## config.mk

```make
export PLATFORM = sky130hd
export DESIGN_NAME = evm_result_sequencer
export DESIGN_NICKNAME = d
export VERILOG_FILES = /design/src/rtl/evm_result_sequencer.sv
export SDC_FILE = /design/constraint.sdc
export NUM_CORES = 1
export LEC_CHECK = 0
export ABC_AREA = 1
export BUFFER_PORTS_ARGS = -buffer_cell sky130_fd_sc_hd__buf_2
export CAP_MARGIN = 20
export CORE_MARGIN = 2
export CORE_UTILIZATION = 30
export DETAILED_ROUTE_END_ITERATION = 7
export SLEW_MARGIN = 20
export SYNTH_ARGS = -nofsm -noshare
export SYNTH_HDL_FRONTEND = slang
export SYNTH_SLANG_ARGS = --single-unit
```

## constraint.sdc

```tcl
create_clock -name clock -period 2.2 [get_ports clock]
set_input_delay 0.33 -clock clock [delete_from_list [all_inputs] [get_ports clock]]
set_output_delay 0.33 -clock clock [all_outputs]
set_load 0.03 [all_outputs]
```

## src/rtl/evm_result_sequencer.sv

```systemverilog
// ---------------------------------------------------------------------------
// evm_result_sequencer
//   Result stage of the EVM. On entry to result mode it freezes the four
//   candidate tallies, scans them one per cycle to find the winner and any tie,
//   then rotates the display through each candidate's count and the total.
//
// Ports
//   clock         system clock, rising edge
//   reset         asynchronous, active-low; clears all state
//   mode          0 = voting, 1 = result (synchronous level)
//   candN_votes   live tallies, CNT_W bits each (N = 1..4)
//   busy          high while scanning or showing
//   winner        winning candidate 1..4, 0 = none
//   winner_valid  scan complete and total > 0
//   tie           two or more candidates share a non-zero maximum
//   disp_cand     screen: 1..4 = candidate, 5 = total, 0 = blank
//   disp_value    value for the current screen
//   dbg_state     FSM state (0 = IDLE, 1 = SCAN, 2 = SHOW)
//
// Interface semantics: there is no valid/ready handshake. mode is a level;
// a rising level starts one snapshot/scan, a low level in any busy state
// aborts back to IDLE on the next edge. All outputs are registered.
// ---------------------------------------------------------------------------
module evm_result_sequencer #(
  parameter int CNT_W = 8,
  parameter int DWELL = 50000
) (
  input  logic             clock,
  input  logic             reset,
  input  logic             mode,
  input  logic [CNT_W-1:0] cand1_votes,
  input  logic [CNT_W-1:0] cand2_votes,
  input  logic [CNT_W-1:0] cand3_votes,
  input  logic [CNT_W-1:0] cand4_votes,
  output logic             busy,
  output logic [2:0]       winner,
  output logic             winner_valid,
  output logic             tie,
  output logic [2:0]       disp_cand,
  output logic [CNT_W-1:0] disp_value,
  output logic [1:0]       dbg_state
);

  localparam int DW_W = (DWELL > 1) ? $clog2(DWELL) : 1;
  localparam logic [DW_W-1:0] DWELL_LAST = DW_W'(DWELL - 1);

  typedef enum logic [1:0] {
    ST_IDLE = 2'd0,
    ST_SCAN = 2'd1,
    ST_SHOW = 2'd2
  } state_t;

  state_t           r_state;
  logic             r_mode_d;
  logic [CNT_W-1:0] r_snap [4];
  logic [CNT_W+1:0] r_total;
  logic [CNT_W-1:0] r_max;
  logic [2:0]       r_win;
  logic             r_tie;
  logic [1:0]       r_idx;
  logic [DW_W-1:0]  r_dwell;

  logic             w_rise;
  logic [CNT_W+1:0] w_sum;
  logic [CNT_W-1:0] w_total_sat;
  logic [2:0]       w_next_cand;
  logic [1:0]       w_next_idx;
  logic [CNT_W-1:0] w_next_val;
  logic [CNT_W-1:0] w_cur;

  assign w_rise    = mode & ~r_mode_d;
  assign dbg_state = r_state;
  assign w_cur     = r_snap[r_idx];

  assign w_sum = {2'b00, cand1_votes} + {2'b00, cand2_votes}
               + {2'b00, cand3_votes} + {2'b00, cand4_votes};

  // Total screen saturates when the sum no longer fits in CNT_W bits.
  assign w_total_sat = (|r_total[CNT_W+1:CNT_W]) ? {CNT_W{1'b1}} : r_total[CNT_W-1:0];

  // Next screen after the current one; 5 wraps back to 1. Screen n shows
  // snapshot entry n-1, so the low two bits minus one give the index.
  always_comb begin
    w_next_cand = (disp_cand == 3'd5) ? 3'd1 : disp_cand + 3'd1;
    w_next_idx  = w_next_cand[1:0] - 2'd1;
    w_next_val  = (w_next_cand == 3'd5) ? w_total_sat : r_snap[w_next_idx];
  end

  always_ff @(posedge clock or negedge reset) begin
    if (!reset) begin
      r_state      <= ST_IDLE;
      r_mode_d     <= 1'b0;
      for (int i = 0; i < 4; i++) r_snap[i] <= '0;
      r_total      <= '0;
      r_max        <= '0;
      r_win        <= '0;
      r_tie        <= 1'b0;
      r_idx        <= '0;
      r_dwell      <= '0;
      busy         <= 1'b0;
      winner       <= '0;
      winner_valid <= 1'b0;
      tie          <= 1'b0;
      disp_cand    <= '0;
      disp_value   <= '0;
    end else begin
      r_mode_d <= mode;
      case (r_state)
        ST_IDLE: begin
          if (w_rise) begin
            r_snap[0] <= cand1_votes;
            r_snap[1] <= cand2_votes;
            r_snap[2] <= cand3_votes;
            r_snap[3] <= cand4_votes;
            r_total   <= w_sum;
            r_max     <= '0;
            r_win     <= '0;
            r_tie     <= 1'b0;
            r_idx     <= '0;
            busy      <= 1'b1;
            r_state   <= ST_SCAN;
          end
        end

        ST_SCAN: begin
          if (!mode) begin
            // Abort: partial scan is discarded.
            r_state      <= ST_IDLE;
            busy         <= 1'b0;
            winner       <= '0;
            winner_valid <= 1'b0;
            tie          <= 1'b0;
            disp_cand    <= '0;
            disp_value   <= '0;
          end else begin
            // Strict greater-than keeps the lowest index on equal maxima.
            if (w_cur > r_max) begin
              r_max <= w_cur;
              r_win <= {1'b0, r_idx} + 3'd1;
              r_tie <= 1'b0;
            end else if ((w_cur == r_max) && (r_max != '0)) begin
              r_tie <= 1'b1;
            end
            r_idx <= r_idx + 2'd1;
            if (r_idx == 2'd3) begin
              r_state    <= ST_SHOW;
              disp_cand  <= 3'd1;
              disp_value <= r_snap[0];
              r_dwell    <= '0;
            end
          end
        end

        ST_SHOW: begin
          if (!mode) begin
            r_state      <= ST_IDLE;
            busy         <= 1'b0;
            winner       <= '0;
            winner_valid <= 1'b0;
            tie          <= 1'b0;
            disp_cand    <= '0;
            disp_value   <= '0;
          end else begin
            // Scan results become visible on the first SHOW edge and hold.
            winner       <= r_win;
            winner_valid <= (r_max != '0);
            tie          <= r_tie;
            if (r_dwell == DWELL_LAST) begin
              r_dwell    <= '0;
              disp_cand  <= w_next_cand;
              disp_value <= w_next_val;
            end else begin
              r_dwell <= r_dwell + 1'b1;
            end
          end
        end

        default: begin
          r_state <= ST_IDLE;
          busy    <= 1'b0;
        end
      endcase
    end
  end

endmodule

```

==> run metrics <==
status=complete, but fails checks; failing checks=hold timing, setup timing; Main synth FF type=dfrtp_1; Die W=~140 um; leak pwr=about 3.8 nW; r2r setup slk=-0.03 ns; die height=144.8 um; Met3 Routed Length=740 um; Clk Latency, worst-skew pair=0.35 ns; post-DP HPWL=between 10 and 15 mm; first-pass GRT wire length=26.45 mm; Clock power frac=13.4%; post-synthesis sequential area ratio=approximately 39%; ranking of synthesized cells by area=dfrtp_1 (39%), nand2_1 (13%), inv_1 (7.8%); H-tree levels=3; Post-Syn Instances=about 800; area of the multi-input gates=about 0.0032 mm^2; CTS tree=built; maximum VDD drop=roughly 0.45 mV; Worst setup EP type=register; most common cell in the netlist=nand2_1; pin count of the biggest net entering global routing=75; Critical Path, Cell by Cell=buf_8 -> inv_8 -> fa_1 -> inv_2 -> fa_1 -> ha_2 -> fa_2 -> nand3_2 -> nand2_2 -> a21oi_2 -> xor2_1 -> o21ai_1; crit path DAT=2.54 ns; FMAX=about 430 MHz; DRT iter0 DRCs=327; Post-Syn Area=0.005943 mm^2; final worst slack=-0.1174 ns; Worst-path clk slew=roughly 0.060 ns; Final min period=2.317 ns; Logic pwr share=60.6%; async set-or-reset flop fraction in the synthesized netlist=between 90% and 100%; PortBufs=between 50 and 60; Setup CP Type=in2reg; Worst-Margin Slew=0.5948 ns; Worst R2R Path Depth=14; CP Launch Type=input pin; Num CTS Buffers=9; max-cap viol count=0; global-route usage over all layers=about 16%; Core Util, Final=roughly 40%; hold buffers post-CTS=0; cell family with most CP delay=adder cells; syn_nets=870; top-area cell type share of the netlist area=between 30% and 40%; Reg power frac=26.0%; fin nets=between 900 and 1000; vias=between 5000 and 6000; share of layout cells above drive strength 1=25.74%; slowest stage delay, CP=around 0.54 ns; total of flip-flops plus latches after synthesis=92; clock sink total=92; synth cell count leaders=nand2_1 (207), inv_1 (124), dfrtp_1 (92); Clock Tree Buf Depth=2; Reg area=0.002305 mm^2; syn avg cell area=7.466 um^2; Int Power=around 5.5 mW; Ports=54; Sw Share=roughly 47%; total gr overflow=0; number of antenna violations at the first check in global routing=0; DR top layer=met4; Hold WS=-0.01549 ns; routed wl met2=around 7.5 mm; Slowest-stage cell, CP=fa_1; Critical Path RT=around 2.4 ns; max-slew violations=0; synth unique cells=40; RePlAce Congestion=0.8638; FP Rows=a little over 50; Fin. Hold Viols=19; area of the core=0.01946 mm^2; HP Class=in2async; Antenna diodes=0; vias in the first global route=about 5300; routed len/inst=about 14 um; Ys Warns=0; fin crit share=105.3%; RSZ-0062 raised after global routing=true; EDFF count, synth=0; Layout Area Growth over Synthesis=28.91%; Slew Limit Headroom=between 60% and 70%; routed wire length=between 15 and 20 mm; most frequent CP cell=fa_1; vias per cell=4.614; P_sw=roughly 4.9 mW; residual DRC count=0; fillers=about 2000; Cell Pwr Density=between 1000 and 1500 mW/mm^2; worst-path fanout max=3; setup violators final=16; buffers and inverters on the worst path=3; first-pass iteration count of the detailed router=5; DIE AREA=roughly 0.021 mm^2; Initial Util=a little under a third; Fin Clk Skew=0.008447 ns; Crit path depth=12; area leader, netlist=dfrtp_1; Metal-1 WL=between 7 and 8 mm; post-detailed-route count of antenna-violating nets=0; Root Buffer=clkbuf_16
==> power by group through the flow <==
stage / Sequential (mW) / Combinational, mW / Clock [mW]
after floorplan: 2.89 / 3.76 / 0
after global placement: 2.68 / 5.70 / 0
after detailed placement: 2.69 / 5.79 / 0
after CTS: 2.67 / 5.86 / 1.42
after global routing: 2.77 / 7.11 / 1.49
final: 2.70 / 6.30 / 1.39
==> cells by family after synthesis <==
logic type	count (synthesis)	share of synthesized area, %
xor gates and xnor gates	6	0.8842
adders and majority gates	39	10.23
and+or+nand+nor	359	25.89
DFF	92	38.74
AOI/OAI and AO/OA	144	13.14
buffers and inverters	155	10.93
muxes	1	0.1895
==> routing by layer <==
metal,vias to the layer above,GRT usage [%]
met2,129,25.99
met5,-,0
li1,2777,-
met3,31,2.567
met4,0,7.001
met1,2517,21.90
==> final cells by class <==
class / count / area share (%)
Sequential cell: 92 / 30.08
Clock buffer: 12 / 3.087
Timing Repair Buffer: 133 / 13.52
Tap cell: 265 / 4.328
Clock inverter: 3 / 0.1960
Multi-Input combinational cell: 549 / 42.19
Inverter: 128 / 6.598
==> path summary, 6_finish.rpt <==
kind | start | to
worst max-delay path | cand1_votes[1] | r_total[7]
worst min-delay path | reset | winner[2]
worst max register to register | r_idx[0] | r_max[7]
worst min register to register | r_win[0] | r_win[0]
max in group asynchronous | reset | r_snap[6]
min in group clock | mode | r_mode_d
==> per-stage QoR <==
stage / std cells / setup TNS [ns] / instance area, um^2 / setup WS, ns / total power, mW
final: 1182 / -0.6025 / 7661 / -0.1174 / 10.40
after floorplan: 796 / -0.8922 / 6075 / -0.3213 / 6.652
after detailed placement: 1157 / -3.076 / 7074 / -0.5459 / 8.482
after CTS: 1174 / -0.1379 / 7358 / -0.09671 / 9.948
after global routing: 1182 / -3.148 / 7661 / -0.2586 / 11.37
after global placement: 1157 / -3.112 / 7074 / -0.5180 / 8.388
==> sequential cells by signal, indices dropped and copies added (netlist names), 2 cells and up <==
name        flops
dbg_state       2
disp_cand       3
disp_value      8
r_dwell        16
r_idx           2
r_max           8
r_snap         32
r_total        10
r_win           3
winner          3
==> cell usage in the layout, fill, tap and decap left out, drive strengths merged, types with 16 or more instances in the layout <==
cell / synthesis / final
a21oi: 54 / 54
buf: 18 / 131
dfrtp: 92 / 92
fa: 16 / 16
ha: 23 / 23
inv: 128 / 128
nand2: 213 / 213
nand3: 59 / 59
nor2: 63 / 63
o21ai: 71 / 71
==> worst register-to-register path, stage by stage, from the launching register on <==
cell and delay, ns:
dfrtp_2 0.48, buf_6 0.16, o211ai_1 0.24, nand2_1 0.10, ha_1 0.31, nand2_1 0.09, nor2_2 0.13, nand2_1 0.07
nand2_1 0.06, nand2_1 0.06, nand2_2 0.10, nand2_4 0.07, buf_8 0.15, nand2_2 0.06, nand2_1 0.04
==> what timing repair did <==
| item | CTS | global route |
|---|---|---|
| gates cloned | 0 | 2 |
| pin swaps | 1 | 30 |
| resized for setup | 10 | 66 |
| endpoints found under the setup margin | 15 | 21 |
| setup buffers | 2 | 6 |
Note: power is estimated with default switching activity, not from simulation.
